--- config.mk ---
export PLATFORM = sky130hd
export DESIGN_NAME = ecc_apb_cmd_master
export DESIGN_NICKNAME = d
export VERILOG_FILES = /design/src/rtl/ecc_apb_cmd_master.sv
export SDC_FILE = /design/constraint.sdc
export NUM_CORES = 1
export LEC_CHECK = 0
export CAP_MARGIN = 10
export CORE_ASPECT_RATIO = 0.8
export CORE_UTILIZATION = 44
export DETAILED_ROUTE_END_ITERATION = 6
export MAX_ROUTING_LAYER = met4
export PLACE_DENSITY = 0.72
export SLEW_MARGIN = 20
export SYNTH_ARGS = -nofsm -noshare
export SYNTH_HDL_FRONTEND = slang
export SYNTH_SLANG_ARGS = --single-unit
--- constraint.sdc ---
create_clock -name clk -period 3.8 [get_ports clk]
set_clock_uncertainty 0.2 [all_clocks]
set_input_delay 0.38 -clock clk [delete_from_list [all_inputs] [get_ports clk]]
set_output_delay 0.38 -clock clk [all_outputs]
set_load 0.01 [all_outputs]
--- src/rtl/ecc_apb_cmd_master.sv ---
// APB command master in front of ecc_enc_dec: one job in, four APB writes out, one response back.
// Optional build macro ECC_CMD_SKIP_REDUNDANT_EN skips DATA/NOISE/CW_WIDTH writes that repeat the last value.
module ecc_apb_cmd_master #(
    parameter int                         DATA_WIDTH      = 32,
    parameter int                         AMBA_ADDR_WIDTH = 20,
    parameter int                         AMBA_WORD       = 32,
    parameter logic [AMBA_ADDR_WIDTH-1:0] CTRL_ADDR       = 'h00,
    parameter logic [AMBA_ADDR_WIDTH-1:0] DATA_ADDR       = 'h04,
    parameter logic [AMBA_ADDR_WIDTH-1:0] CW_WIDTH_ADDR   = 'h08,
    parameter logic [AMBA_ADDR_WIDTH-1:0] NOISE_ADDR      = 'h0C,
    parameter int                         TIMEOUT_CYCLES  = 1023
) (
    input  logic                       clk,
    input  logic                       rst,
    input  logic                       cmd_valid,
    output logic                       cmd_ready,
    input  logic [1:0]                 cmd_op,
    input  logic [1:0]                 cmd_width,
    input  logic [AMBA_WORD-1:0]       cmd_data,
    input  logic [AMBA_WORD-1:0]       cmd_noise,
    output logic [AMBA_ADDR_WIDTH-1:0] PADDR,
    output logic [AMBA_WORD-1:0]       PWDATA,
    output logic                       PSEL,
    output logic                       PENABLE,
    output logic                       PWRITE,
    input  logic                       operation_done,
    input  logic [DATA_WIDTH-1:0]      data_out,
    input  logic [1:0]                 num_of_errors,
    output logic                       rsp_valid,
    input  logic                       rsp_ready,
    output logic [DATA_WIDTH-1:0]      rsp_data,
    output logic [1:0]                 rsp_errors,
    output logic                       rsp_timeout,
    output logic                       rsp_badop,
    output logic                       busy,
    output logic [2:0]                 dbg_state_o
);

    // Handshakes: a transfer happens on a rising edge where valid && ready are both high;
    // the producer holds valid and payload stable until then, and ready never depends on valid.

    typedef enum logic [2:0] {
        S_IDLE      = 3'd0,
        S_SETUP     = 3'd1,
        S_ACCESS    = 3'd2,
        S_WAIT_DONE = 3'd3,
        S_RESP      = 3'd4
    } state_t;

    localparam logic [1:0] WR_DATA  = 2'd0;
    localparam logic [1:0] WR_NOISE = 2'd1;
    localparam logic [1:0] WR_CW    = 2'd2;
    localparam logic [1:0] WR_CTRL  = 2'd3;

    localparam int               CNT_W    = $clog2(TIMEOUT_CYCLES + 1);
    localparam logic [CNT_W-1:0] CNT_LAST = CNT_W'(TIMEOUT_CYCLES - 1);

    state_t               state_q;
    logic [1:0]           wr_idx_q;
    logic [1:0]           op_q;
    logic [1:0]           width_q;
    logic [AMBA_WORD-1:0] data_q;
    logic [AMBA_WORD-1:0] noise_q;
    logic [CNT_W-1:0]     wait_cnt_q;

    logic [AMBA_WORD-1:0]       src_data;
    logic [AMBA_WORD-1:0]       src_noise;
    logic [1:0]                 src_width;
    logic [1:0]                 src_op;
    logic [1:0]                 setup_idx_d;
    logic [AMBA_ADDR_WIDTH-1:0] setup_addr_d;
    logic [AMBA_WORD-1:0]       setup_wdata_d;

`ifdef ECC_CMD_SKIP_REDUNDANT_EN
    logic [AMBA_WORD-1:0] sh_data_q;
    logic [AMBA_WORD-1:0] sh_noise_q;
    logic [1:0]           sh_width_q;
    logic                 sh_data_vld_q;
    logic                 sh_noise_vld_q;
    logic                 sh_width_vld_q;
`endif

    assign busy        = (state_q != S_IDLE);
    assign dbg_state_o = state_q;

    // Pick the next write to issue: from IDLE it starts the sequence using the live command,
    // from ACCESS it continues after the current write using the latched command.
    always_comb begin
        src_data      = data_q;
        src_noise     = noise_q;
        src_width     = width_q;
        src_op        = op_q;
        setup_idx_d   = wr_idx_q + 2'd1;
        setup_addr_d  = CTRL_ADDR;
        setup_wdata_d = '0;
        if (state_q == S_IDLE) begin
            src_data    = cmd_data;
            src_noise   = cmd_noise;
            src_width   = cmd_width;
            src_op      = cmd_op;
            setup_idx_d = WR_DATA;
        end
`ifdef ECC_CMD_SKIP_REDUNDANT_EN
        if (setup_idx_d == WR_DATA && sh_data_vld_q && sh_data_q == src_data)
            setup_idx_d = WR_NOISE;
        if (setup_idx_d == WR_NOISE && sh_noise_vld_q && sh_noise_q == src_noise)
            setup_idx_d = WR_CW;
        if (setup_idx_d == WR_CW && sh_width_vld_q && sh_width_q == src_width)
            setup_idx_d = WR_CTRL;
`endif
        case (setup_idx_d)
            WR_DATA: begin
                setup_addr_d  = DATA_ADDR;
                setup_wdata_d = src_data;
            end
            WR_NOISE: begin
                setup_addr_d  = NOISE_ADDR;
                setup_wdata_d = src_noise;
            end
            WR_CW: begin
                setup_addr_d  = CW_WIDTH_ADDR;
                setup_wdata_d = {{(AMBA_WORD-2){1'b0}}, src_width};
            end
            default: begin
                setup_addr_d  = CTRL_ADDR;
                setup_wdata_d = {{(AMBA_WORD-2){1'b0}}, src_op};
            end
        endcase
    end

    always_ff @(posedge clk) begin
        if (rst) begin
            state_q     <= S_IDLE;
            wr_idx_q    <= WR_DATA;
            op_q        <= '0;
            width_q     <= '0;
            data_q      <= '0;
            noise_q     <= '0;
            wait_cnt_q  <= '0;
            cmd_ready   <= 1'b1;
            PADDR       <= '0;
            PWDATA      <= '0;
            PSEL        <= 1'b0;
            PENABLE     <= 1'b0;
            PWRITE      <= 1'b0;
            rsp_valid   <= 1'b0;
            rsp_data    <= '0;
            rsp_errors  <= '0;
            rsp_timeout <= 1'b0;
            rsp_badop   <= 1'b0;
`ifdef ECC_CMD_SKIP_REDUNDANT_EN
            sh_data_q      <= '0;
            sh_noise_q     <= '0;
            sh_width_q     <= '0;
            sh_data_vld_q  <= 1'b0;
            sh_noise_vld_q <= 1'b0;
            sh_width_vld_q <= 1'b0;
`endif
        end else begin
            case (state_q)
                S_IDLE: begin
                    if (cmd_valid) begin
                        op_q        <= cmd_op;
                        width_q     <= cmd_width;
                        data_q      <= cmd_data;
                        noise_q     <= cmd_noise;
                        cmd_ready   <= 1'b0;
                        rsp_timeout <= 1'b0;
                        rsp_badop   <= 1'b0;
                        if (cmd_op == 2'd3) begin
                            state_q    <= S_RESP;
                            rsp_valid  <= 1'b1;
                            rsp_badop  <= 1'b1;
                            rsp_data   <= '0;
                            rsp_errors <= '0;
                        end else begin
                            state_q  <= S_SETUP;
                            wr_idx_q <= setup_idx_d;
                            PSEL     <= 1'b1;
                            PENABLE  <= 1'b0;
                            PWRITE   <= 1'b1;
                            PADDR    <= setup_addr_d;
                            PWDATA   <= setup_wdata_d;
                        end
                    end
                end
                S_SETUP: begin
                    state_q <= S_ACCESS;
                    PENABLE <= 1'b1;
                end
                S_ACCESS: begin
`ifdef ECC_CMD_SKIP_REDUNDANT_EN
                    case (wr_idx_q)
                        WR_DATA: begin
                            sh_data_q     <= data_q;
                            sh_data_vld_q <= 1'b1;
                        end
                        WR_NOISE: begin
                            sh_noise_q     <= noise_q;
                            sh_noise_vld_q <= 1'b1;
                        end
                        WR_CW: begin
                            sh_width_q     <= width_q;
                            sh_width_vld_q <= 1'b1;
                        end
                        default: ;
                    endcase
`endif
                    if (wr_idx_q == WR_CTRL) begin
                        state_q    <= S_WAIT_DONE;
                        wait_cnt_q <= '0;
                        PSEL       <= 1'b0;
                        PENABLE    <= 1'b0;
                        PWRITE     <= 1'b0;
                        PADDR      <= '0;
                        PWDATA     <= '0;
                    end else begin
                        state_q  <= S_SETUP;
                        wr_idx_q <= setup_idx_d;
                        PENABLE  <= 1'b0;
                        PADDR    <= setup_addr_d;
                        PWDATA   <= setup_wdata_d;
                    end
                end
                S_WAIT_DONE: begin
                    // A done arriving on the last permitted cycle still counts as a completion.
                    if (operation_done) begin
                        state_q     <= S_RESP;
                        rsp_valid   <= 1'b1;
                        rsp_data    <= data_out;
                        rsp_errors  <= num_of_errors;
                        rsp_timeout <= 1'b0;
                    end else if (wait_cnt_q == CNT_LAST) begin
                        state_q     <= S_RESP;
                        rsp_valid   <= 1'b1;
                        rsp_data    <= '0;
                        rsp_errors  <= '0;
                        rsp_timeout <= 1'b1;
                    end else begin
                        wait_cnt_q <= wait_cnt_q + CNT_W'(1);
                    end
                end
                S_RESP: begin
                    if (rsp_ready) begin
                        state_q   <= S_IDLE;
                        rsp_valid <= 1'b0;
                        cmd_ready <= 1'b1;
                    end
                end
                default: begin
                    state_q   <= S_IDLE;
                    cmd_ready <= 1'b1;
                    PSEL      <= 1'b0;
                    PENABLE   <= 1'b0;
                    PWRITE    <= 1'b0;
                    PADDR     <= '0;
                    PWDATA    <= '0;
                    rsp_valid <= 1'b0;
                end
            endcase
        end
    end

endmodule

* Yosys cells after proc, flatten, opt, wreduce, memory -nomap -nowiden
Index checks and enable logic that the tools add are counted.
W data, S select, Z words.
** Word-level totals
- Flip-flop bits (word level) :: 175
- Bits of input ports :: 107
- Output and inout port bits :: 97
- Logic and storage cells :: 121
** Operators by class
- $add $sub $neg :: 2
- Equal/unequal tests :: 18
- Muxes and demuxes :: 59
- Bitwise operators :: 4
- Reduce and logical (&&, ||, !) cells :: 21
** Operators by type and width (count)
- $mux W32 :: 9
- $pmux W32 S3 :: 2
- $pmux W32 S2 :: 1
- $mux W20 :: 3
- $pmux W20 S3 :: 1
- $mux W10 :: 3
- $mux W2 :: 11
- $pmux W10 S2 :: 1
- $reduce_and A4 Y1 :: 4
- $mux W3 :: 5
- $pmux W3 S5 :: 1
- $reduce_and A3 Y1 :: 5
- $mux W1 :: 14
- $ne A2 B2 Y1 const B :: 7
- $pmux W4 S3 :: 1
- $add A10 B1 Y10 const B :: 1
- $eq A10 B10 Y1 const B :: 1
- $pmux W1 S3 :: 3
- $pmux W2 S2 :: 2
- $eq A2 B2 Y1 const B :: 3
- $eq A3 B2 Y1 const B :: 2
- $reduce_bool A2 Y1 :: 3
- $reduce_or A3 Y1 :: 2
- $reduce_and A5 Y1 :: 1
- 14 further kinds :: 18

* Longest topological paths before layout
Gate-level depths: netlist (run 1).
- Depth in word-level cells :: 7
- Gate-level depth with buffers :: 12
- Mapped depth without buffers :: 9

* Worst setup path before layout (run 1)
No wires, ideal clock.
- Path type :: flip-flop to flip-flop
- Start point :: reg state_q[2] (netlist: dbg_state_o[2])
- End point :: reg PWDATA[12]
- Setup time :: 70 ps
- Data arrival time :: 2444 ps
- Required time :: 3530 ps
- Path slack :: 1086 ps
- Cell stages (with the launch flop) :: 11
- Buffers on the path :: 3
- Period minus slack after synthesis :: 2714 ps
- Cells stage by stage :: dfxtp_1 > buf_2 > nor3_1 > buf_4 > inv_1 > nand2b_1 > inv_1 > ha_1 > or4_1 > clkbuf_1 > o2bb2ai_1
** On the way
- Longest elaborated chain between the ends :: 7
- Elaborated cells on any way between the ends :: 21
- Classes of those cells :: 8 x eq/ne; 8 x mux; 1 x bitwise; 4 x reduce/logical
** Ends and longest elaborated chain
- start: declaration :: RTL line 58 : state_t state_q;
- start signal: assignment :: RTL line 133 : state_q <= S_IDLE;
- start signal: assignment :: RTL line 171 : state_q <= S_RESP;
- start signal: assignment :: RTL line 177 : state_q <= S_SETUP;
- $logic_not A3 Y1 * :: RTL line 96 : if (state_q == S_IDLE) begin
- $mux W2 * :: RTL line 96
- via setup_idx_d[0] :: RTL line 70 : logic [1:0] setup_idx_d;
- $eq A2 B2 Y1 (tied with other cells) :: RTL line 111 : case (setup_idx_d)
- $pmux W32 S3 * :: RTL line 111
- $mux W32 :: RTL line 170 : if (cmd_op == 2'd3) begin
- $mux W32 :: RTL line 162 : if (cmd_valid) begin
- $pmux W32 S3 * :: RTL line 160 : case (state_q)
- end signal: assignment :: RTL line 183 : PWDATA <= setup_wdata_d;
- end signal: assignment :: RTL line 222 : PWDATA <= setup_wdata_d;
- end: declaration :: RTL line 22 : output logic [AMBA_WORD-1:0] PWDATA,
Mark *: on every way through the listed nets, which the timed path passes. The rest lies on a longest branch. The select of a mux whose other input is x is not followed.
A chain may end at the register's enable or synchronous reset.

* Worst setup path after layout (run 1)
- Start point :: reg state_q[0] (netlist: dbg_state_o[0])
- End point :: reg PWDATA[12]
Same word-level chain as after synthesis.

==> flow_summary.toml, run 1 <==
[routing]
detailroute.via_count = 6312
drt-total-wl_um = 19100
remaining_drc_errors = 0
drt_iter0_markers = 480
routed_length_per_placed_instance_um = 16.1
detailedRoute.firstPassIterationCount = 5
drt.antenna.violating_nets = 0
post_drt_via_cell_ratio = 5.32

[placed_design]
place.port_buffers = 185
globalplace.congestion = 0.895
post_detailed_placement_half_perimeter_wirelength_um = 12300
numPlacedInstances = 1155
dpl_worst_slack_ps = 737
placedInstanceArea_um2 = 8870

[final_layout]
finalCoreUtilization_pct = 62.1
fill_cells = 1371
finish.cell_count_without_fillers = 1187
final_net_count = 1078
final_area_um2 = 9520
most-common-layout-cells = "sky130_fd_sc_hd__nand2_1 (221), sky130_fd_sc_hd__clkdlybuf4s50_1 (184), sky130_fd_sc_hd__dfxtp_1 (157)"
layout-drive-gt1-share_pct = 11.7
final_common_cell = "sky130_fd_sc_hd__nand2_1"
antenna_cells_inserted = 0
area.growth.synth_to_final_pct = 35.6

[grt]
grt_antenna_before_repair = 0
grt_first_pass_wirelength_um = 30600
grt_overflow = 0
grt_max_degree = 87
grtUsageTotal_pct = 24.4
via_count_of_the_first_global_routing_pass = 5928

[worst_setup_path]
cp_data_required_time_ps = 3940
path_class = "flop to flop"
reg2reg_setup_slack_ps = 790
worst-path-buf-inv = 2
crit_arrival_ps = 3150
rr_worst_depth = 7
crit_path_max_incr_delay_ps = 1040
critical_path_cell_list = "nor3_2 -> inv_1 -> nand2b_1 -> inv_1 -> ha_1 -> or4_2 -> o2bb2ai_1"
critical_path.top_delay_family = "simple AND/OR/NAND/NOR gates"
worst_path_fanout_max = 30
timing.critical_path.slowest_stage_cell = "sky130_fd_sc_hd__or4_2"
endpoint_kind = "flop"
cpMostUsedCell = "sky130_fd_sc_hd__inv_1"
regToRegStartpoint = "dbg_state_o[0]$_SDFFE_PP0P_"
timing.critical_path.from_type = "flop"
r2r-end = "PWDATA[12]$_SDFFE_PP0P_"

[synth]
postSynth.topFlopCell = "sky130_fd_sc_hd__dfxtp_1"
synthSimpleGateAreaFrac_pct = 16.7
synth_warnings = 0
synth_edf_count = 0
yosysSeqAreaShare_pct = 44.8
synth_compound_area_share_pct = 19.4
async_reset_ff_share_pct = 0
netlist_area_um2 = 7020
synth.distinct_cells = 52
post_syn_instances = 815
synth_seq_cells = 157
xor_xnor_fraction_of_synth_area_pct = 0
postSynthAreaPerCell_um2 = 8.61
dominant_combinational_cell_family_by_area_after_synthesis = "compound AO/OA/AOI/OAI gates"
synth_mux_area_share_pct = 11.2
adder_and_majority_gate_portion_of_the_synthesized_area_pct = 1.25

[cts]
worst_skew_pair_later_pin_latency_ps = 420
cts.sink_count = 157
post_cts_resized = 0
cts_max_path_buffers = 2
postCtsSetupRepairBufs = 0
holdBufCountCts = 0
cts.reportedPaths.clkPinSlew_ps = 60
tritoncts = "done"
clock_tree.root_cell = "sky130_fd_sc_hd__clkbuf_16"
cts_made_buffers = 17
cts.htree.levels = 4

[sta]
post-route-min-period_ps = 3010
final.setup.worst_slack_ps = 794
timing_worst_slew_pin_value_ps = 938
timing.max_slew.rel_slack_pct = 37.5
final_hold_viol_count = 0
maxClockFrequency_mhz = 333
post-route-period-util_pct = 79.1
setup_repair_after_global_routing_missed_its_margin = "false"
setup-tns-final_ps = 0
finalMaxSlewViolations = 0
final_count_of_negative_setup_slack_endpoints = 0

[worst_hold_path]
whs_path_depth = 3
min_path_type = "input pin to flop"
hold_path_end = "cmd_ready$_SDFFE_PP1P_"
min-delay-start = "rst"

[die]
die_h_um = 115
initial_utilization_pct = 45.8
boundaryPins = 204
die_area_um2 = 16500
core.rowCount = 40
core_area_um2 = 15300
die-width_um = 143

[power]
power-per-cell-area_nw_per_um2 = 462
power_leakage_nw = 3.56
power.ir.vdd_worst_uv = 350

[outcome]
status = "finished clean"

[flow_run]
maxCapViolations = 0
==> sequential cells by signal, indices dropped and copies added (netlist names) <==
signal       cells
cmd_ready        1
dbg_state_o      3
width_q          2
rsp_valid        1
rsp_data        32
rsp_badop        1
op_q             2
PWDATA          32
PADDR            2
wait_cnt_q      10
data_q          32
rsp_timeout      1
PWRITE           1
PENABLE          1
noise_q         32
wr_idx_q         2
rsp_errors       2
==> where the power goes <==
part | total [mW] | switching [mW] | internal (mW) | leakage, nW
combinational | 0.736 | 0.364 | 0.372 | 1.96
clock | 1.86 | 0.702 | 1.16 | 0.317
sequential | 1.81 | 0.0617 | 1.74 | 1.28
total | 4.40 | 1.13 | 3.27 | 3.56
==> layer usage <==
metal / share of wire [%] / global-route usage (%) / vias up
li1: - / - / 3118
met1: 48 / 33.6 / 2951
met2: 45 / 36.1 / 216
met3: 5.7 / 3.92 / 27
met4: 1.6 / 8.44 / 0
met5: 0 / - / -
==> area by class of cell <==
type	count	area, um^2	area share [%]
multi-input cells	583	3500	36.7
flip-flops and latches	157	3140	33.0
repair buffers	197	1940	20.4
clock buffers	20	467	4.90
well taps	210	263	2.76
clock inverters	12	181	1.91
inverters	8	30.0	0.316
==> worst register-to-register path: stages, from the launching register on <==
cell and delay [ps]:
sky130_fd_sc_hd__dfxtp_1 500, sky130_fd_sc_hd__nor3_2 290, sky130_fd_sc_hd__inv_1 140, sky130_fd_sc_hd__nand2b_1 140, sky130_fd_sc_hd__inv_1 80, sky130_fd_sc_hd__ha_1 250, sky130_fd_sc_hd__or4_2 1040, sky130_fd_sc_hd__o2bb2ai_1 290
==> cell usage after synthesis (3+ instances only) <==
library cell / number / area share [%]
sky130_fd_sc_hd__nand2_1: 221 / 12
sky130_fd_sc_hd__dfxtp_1: 157 / 45
sky130_fd_sc_hd__a21oi_1: 79 / 5.6
sky130_fd_sc_hd__mux2_2: 62 / 9.9
sky130_fd_sc_hd__clkbuf_1: 43 / 2.3
sky130_fd_sc_hd__o21ai_0: 37 / 2.6
sky130_fd_sc_hd__a22oi_1: 34 / 3.6
sky130_fd_sc_hd__o2bb2ai_1: 30 / 3.7
sky130_fd_sc_hd__buf_4: 22 / 2.4
sky130_fd_sc_hd__buf_2: 14 / 1.0
sky130_fd_sc_hd__mux2i_1: 9 / 1.3
sky130_fd_sc_hd__nor2_1: 9 / 0.48
sky130_fd_sc_hd__inv_1: 8 / 0.43
sky130_fd_sc_hd__ha_1: 7 / 1.2
sky130_fd_sc_hd__nand4_1: 6 / 0.53
sky130_fd_sc_hd__or4_1: 6 / 0.64
sky130_fd_sc_hd__nand3_1: 5 / 0.36
sky130_fd_sc_hd__nor3_1: 5 / 0.36
sky130_fd_sc_hd__o31ai_1: 5 / 0.53
sky130_fd_sc_hd__nor4_1: 4 / 0.36
sky130_fd_sc_hd__or3_1: 4 / 0.36
sky130_fd_sc_hd__a2111oi_0: 3 / 0.37
sky130_fd_sc_hd__a21boi_1: 3 / 0.32
sky130_fd_sc_hd__buf_1: 3 / 0.16
sky130_fd_sc_hd__o21a_1: 3 / 0.32
==> how the worst max path moves through the flow <==
stage          depth (start not counted)                         from                       to
2_1_floorplan                         10  dbg_state_o[2]$_SDFFE_PP0P_  PWDATA[12]$_SDFFE_PP0P_
3_3_place_gp                           7  dbg_state_o[0]$_SDFFE_PP0P_   PWDATA[8]$_SDFFE_PP0P_
3_5_place_dp                           7  dbg_state_o[0]$_SDFFE_PP0P_  PWDATA[27]$_SDFFE_PP0P_
4_1_cts                                7  dbg_state_o[0]$_SDFFE_PP0P_  PWDATA[12]$_SDFFE_PP0P_
5_1_grt                                7  dbg_state_o[0]$_SDFFE_PP0P_  PWDATA[12]$_SDFFE_PP0P_
6_report                               7  dbg_state_o[0]$_SDFFE_PP0P_  PWDATA[12]$_SDFFE_PP0P_
==> per-stage QoR <==
| stage | hold WS [ps] | total power [mW] |
|---|---|---|
| floorplan | 234 | 2.26 |
| global placement | 239 | 2.56 |
| detailed placement | 245 | 2.57 |
| CTS | 194 | 4.43 |
| global route | 218 | 4.57 |
| finish | 195 | 4.40 |
==> kinds of logic after synthesis <==
family | Yosys count
buf+inv | 92
mux | 71
flops | 157
simple gates | 275
other cells | 1
compound gates | 212
fa+ha+maj | 7
Power figures use the tool's default switching activity.
==> run 2: changes to the inputs <==
CORE_UTILIZATION = 43   (was 44)
PLACE_DENSITY = 0.73   (was 0.72)
clock period = 2.52 ns   (was 3.8 ns; I/O delays follow)
==> run 2 against run 1 <==
Final area up 2.2%. First-iteration DRC count down 11%. Clock power up 46%. Register-to-register slack worse by 690 ps. Clock-buffer cell count down 1. Critical endpoint is now PWDATA[6]$_SDFFE_PP0P_.
==> flow_summary.toml, run 2 (synthesized netlist as in run 1, its figures left out) <==
[worst_setup_path]
timing.critical_path.from_type = "flop"
path_class = "flop to flop"
crit_arrival_ps = 2570
worst_path_fanout_max = 15
worst-path-buf-inv = 2
crit_path_max_incr_delay_ps = 700
timing.critical_path.slowest_stage_cell = "sky130_fd_sc_hd__or4_4"
critical_path.top_delay_family = "simple AND/OR/NAND/NOR gates"
critical_path_cell_list = "nor3_4 -> clkinvlp_4 -> nand2b_1 -> inv_1 -> ha_2 -> or4_4 -> o2bb2ai_1"
endpoint_kind = "flop"
cp_data_required_time_ps = 2670

[final_layout]
final_net_count = 1099
antenna_cells_inserted = 0
fill_cells = 1313
finalCoreUtilization_pct = 61.4
final_common_cell = "sky130_fd_sc_hd__nand2_1"
layout-drive-gt1-share_pct = 13.6
most-common-layout-cells = "sky130_fd_sc_hd__nand2_1 (221), sky130_fd_sc_hd__clkdlybuf4s50_1 (184), sky130_fd_sc_hd__dfxtp_1 (156)"
area.growth.synth_to_final_pct = 38.6

[sta]
timing_worst_slew_pin_value_ps = 550
final_count_of_negative_setup_slack_endpoints = 0
finalMaxSlewViolations = 0
maxClockFrequency_mhz = 413
post-route-min-period_ps = 2420
final_hold_viol_count = 0
timing.max_slew.rel_slack_pct = 63.0
post-route-period-util_pct = 96.0

[die]
boundaryPins = 204
die-width_um = 145
die_area_um2 = 16800
die_h_um = 116
core.rowCount = 41
core_area_um2 = 15900
initial_utilization_pct = 44.3

[cts]
cts.htree.levels = 4
cts_made_buffers = 17
holdBufCountCts = 0
cts_max_path_buffers = 2
cts.reportedPaths.clkPinSlew_ps = 60
cts.sink_count = 157
worst_skew_pair_later_pin_latency_ps = 420
tritoncts = "done"
clock_tree.root_cell = "sky130_fd_sc_hd__clkbuf_16"

[placed_design]
globalplace.congestion = 0.837
post_detailed_placement_half_perimeter_wirelength_um = 13100
place.port_buffers = 185

[grt]
grt_overflow = 0
via_count_of_the_first_global_routing_pass = 6077
grt_first_pass_wirelength_um = 31200
grt_antenna_before_repair = 0
grt_max_degree = 66
grtUsageTotal_pct = 24.7

[routing]
routedLengthMet1_um = 9480
remaining_drc_errors = 0
routed_length_per_placed_instance_um = 16.5
drt.antenna.violating_nets = 0
detailedRoute.firstPassIterationCount = 5
met3_length_um = 1120
highest-signal-layer = "met4"
drt-total-wl_um = 20000
post_drt_via_cell_ratio = 5.29
dr_wl_met2_um = 9220
drt_iter0_markers = 427
detailroute.via_count = 6422

[power]
clkPwrFrac_pct = 41.1
power_frac_seq_pct = 40.9
p_total_mw = 6.63
part_of_the_total_power_dissipated_in_combinational_logic_pct = 18.0
switching_share_pct = 26.0
power_leakage_nw = 3.64
power-per-cell-area_nw_per_um2 = 681
power.ir.vdd_worst_uv = 439
p_sw_mw = 1.72
internal-power_mw = 4.90

[outcome]
status = "finished clean"

[flow_run]
maxCapViolations = 0

[worst_hold_path]
min_path_type = "input pin to flop"
-- run 2: cell count changes in the layout (fill, tap and decap cells not counted), moves of 3 or more --
cell and change:
sky130_fd_sc_hd__buf_12 +4, sky130_fd_sc_hd__buf_4 +15, sky130_fd_sc_hd__clkbuf_8 -3, sky130_fd_sc_hd__clkinvlp_4 +5
sky130_fd_sc_hd__or4_4 +3
-- run 2: cell type report --
class,instances,area [um^2],share of cell area (%)
Multi-Input combinational cell,585,3530,36.3
Clock buffer,19,433,4.45
Sequential cell,157,3140,32.3
Timing Repair Buffer,216,2130,21.9
Clock inverter,13,191,1.97
Tap cell,215,269,2.76
Inverter,8,33.8,0.347
-- run 2: metrics by stage --
stage               instance area (um^2)  TNS (ps)  std cells  setup slack, ps  hold WS, ps
floorplan                           7140         0        832             5.83          161
global placement                    9070         0       1177             71.3          240
detailed placement                  9070     -29.7       1177            -29.7          245
CTS                                 9690         0       1209             23.5         42.6
global route                        9730     -55.0       1213            -10.1         98.5
finish                              9730         0       1213              100         88.3
-- run 2: path summary, 6_finish.rpt --
path	slack (ps)	cells after the start	to	startpoint
setup reg to reg	100	7	PWDATA[6]$_SDFFE_PP0P_	dbg_state_o[1]$_SDFFE_PP0P_
setup / recovery	100	7	PWDATA[6]$_SDFFE_PP0P_	dbg_state_o[1]$_SDFFE_PP0P_
hold / removal	90	2	wait_cnt_q[1]$_SDFFE_PP0P_	rst
hold reg to reg	250	2	data_q[25]$_SDFFE_PP0P_	data_q[25]$_SDFFE_PP0P_
-- run 2: worst register-to-register path: cells and delay by family (launching register included) --
kind | cells | cell delay, ps
fa+ha+maj | 1 | 240
buf+inv | 2 | 270
flops | 1 | 340
compound gates | 1 | 190
simple gates | 3 | 1110
-- run 2: timing repair --
action | in CTS | in global routing
setup endpoints to repair | 4 | 32
pin swaps | 1 | 1
gates cloned | 0 | 2
setup buffers | 0 | 2
hold endpoints to repair | 0 | 0
resized for setup | 0 | 2
-- run 2: power by group through the flow --
stage | registers (mW) | logic (mW) | clock network [mW]
after floorplan | 2.78 | 0.653 | 0
after global placement | 2.76 | 1.15 | 0
after detailed placement | 2.76 | 1.16 | 0
after CTS | 2.71 | 1.17 | 2.76
after global routing | 2.73 | 1.29 | 2.88
final | 2.71 | 1.19 | 2.72
-- run 2: routing by layer --
metal	track usage, %	vias to the layer above
li1	-	3166
met1	32.5	3063
met2	37.9	179
met3	6.11	14
met4	6.39	0
met5	-	-
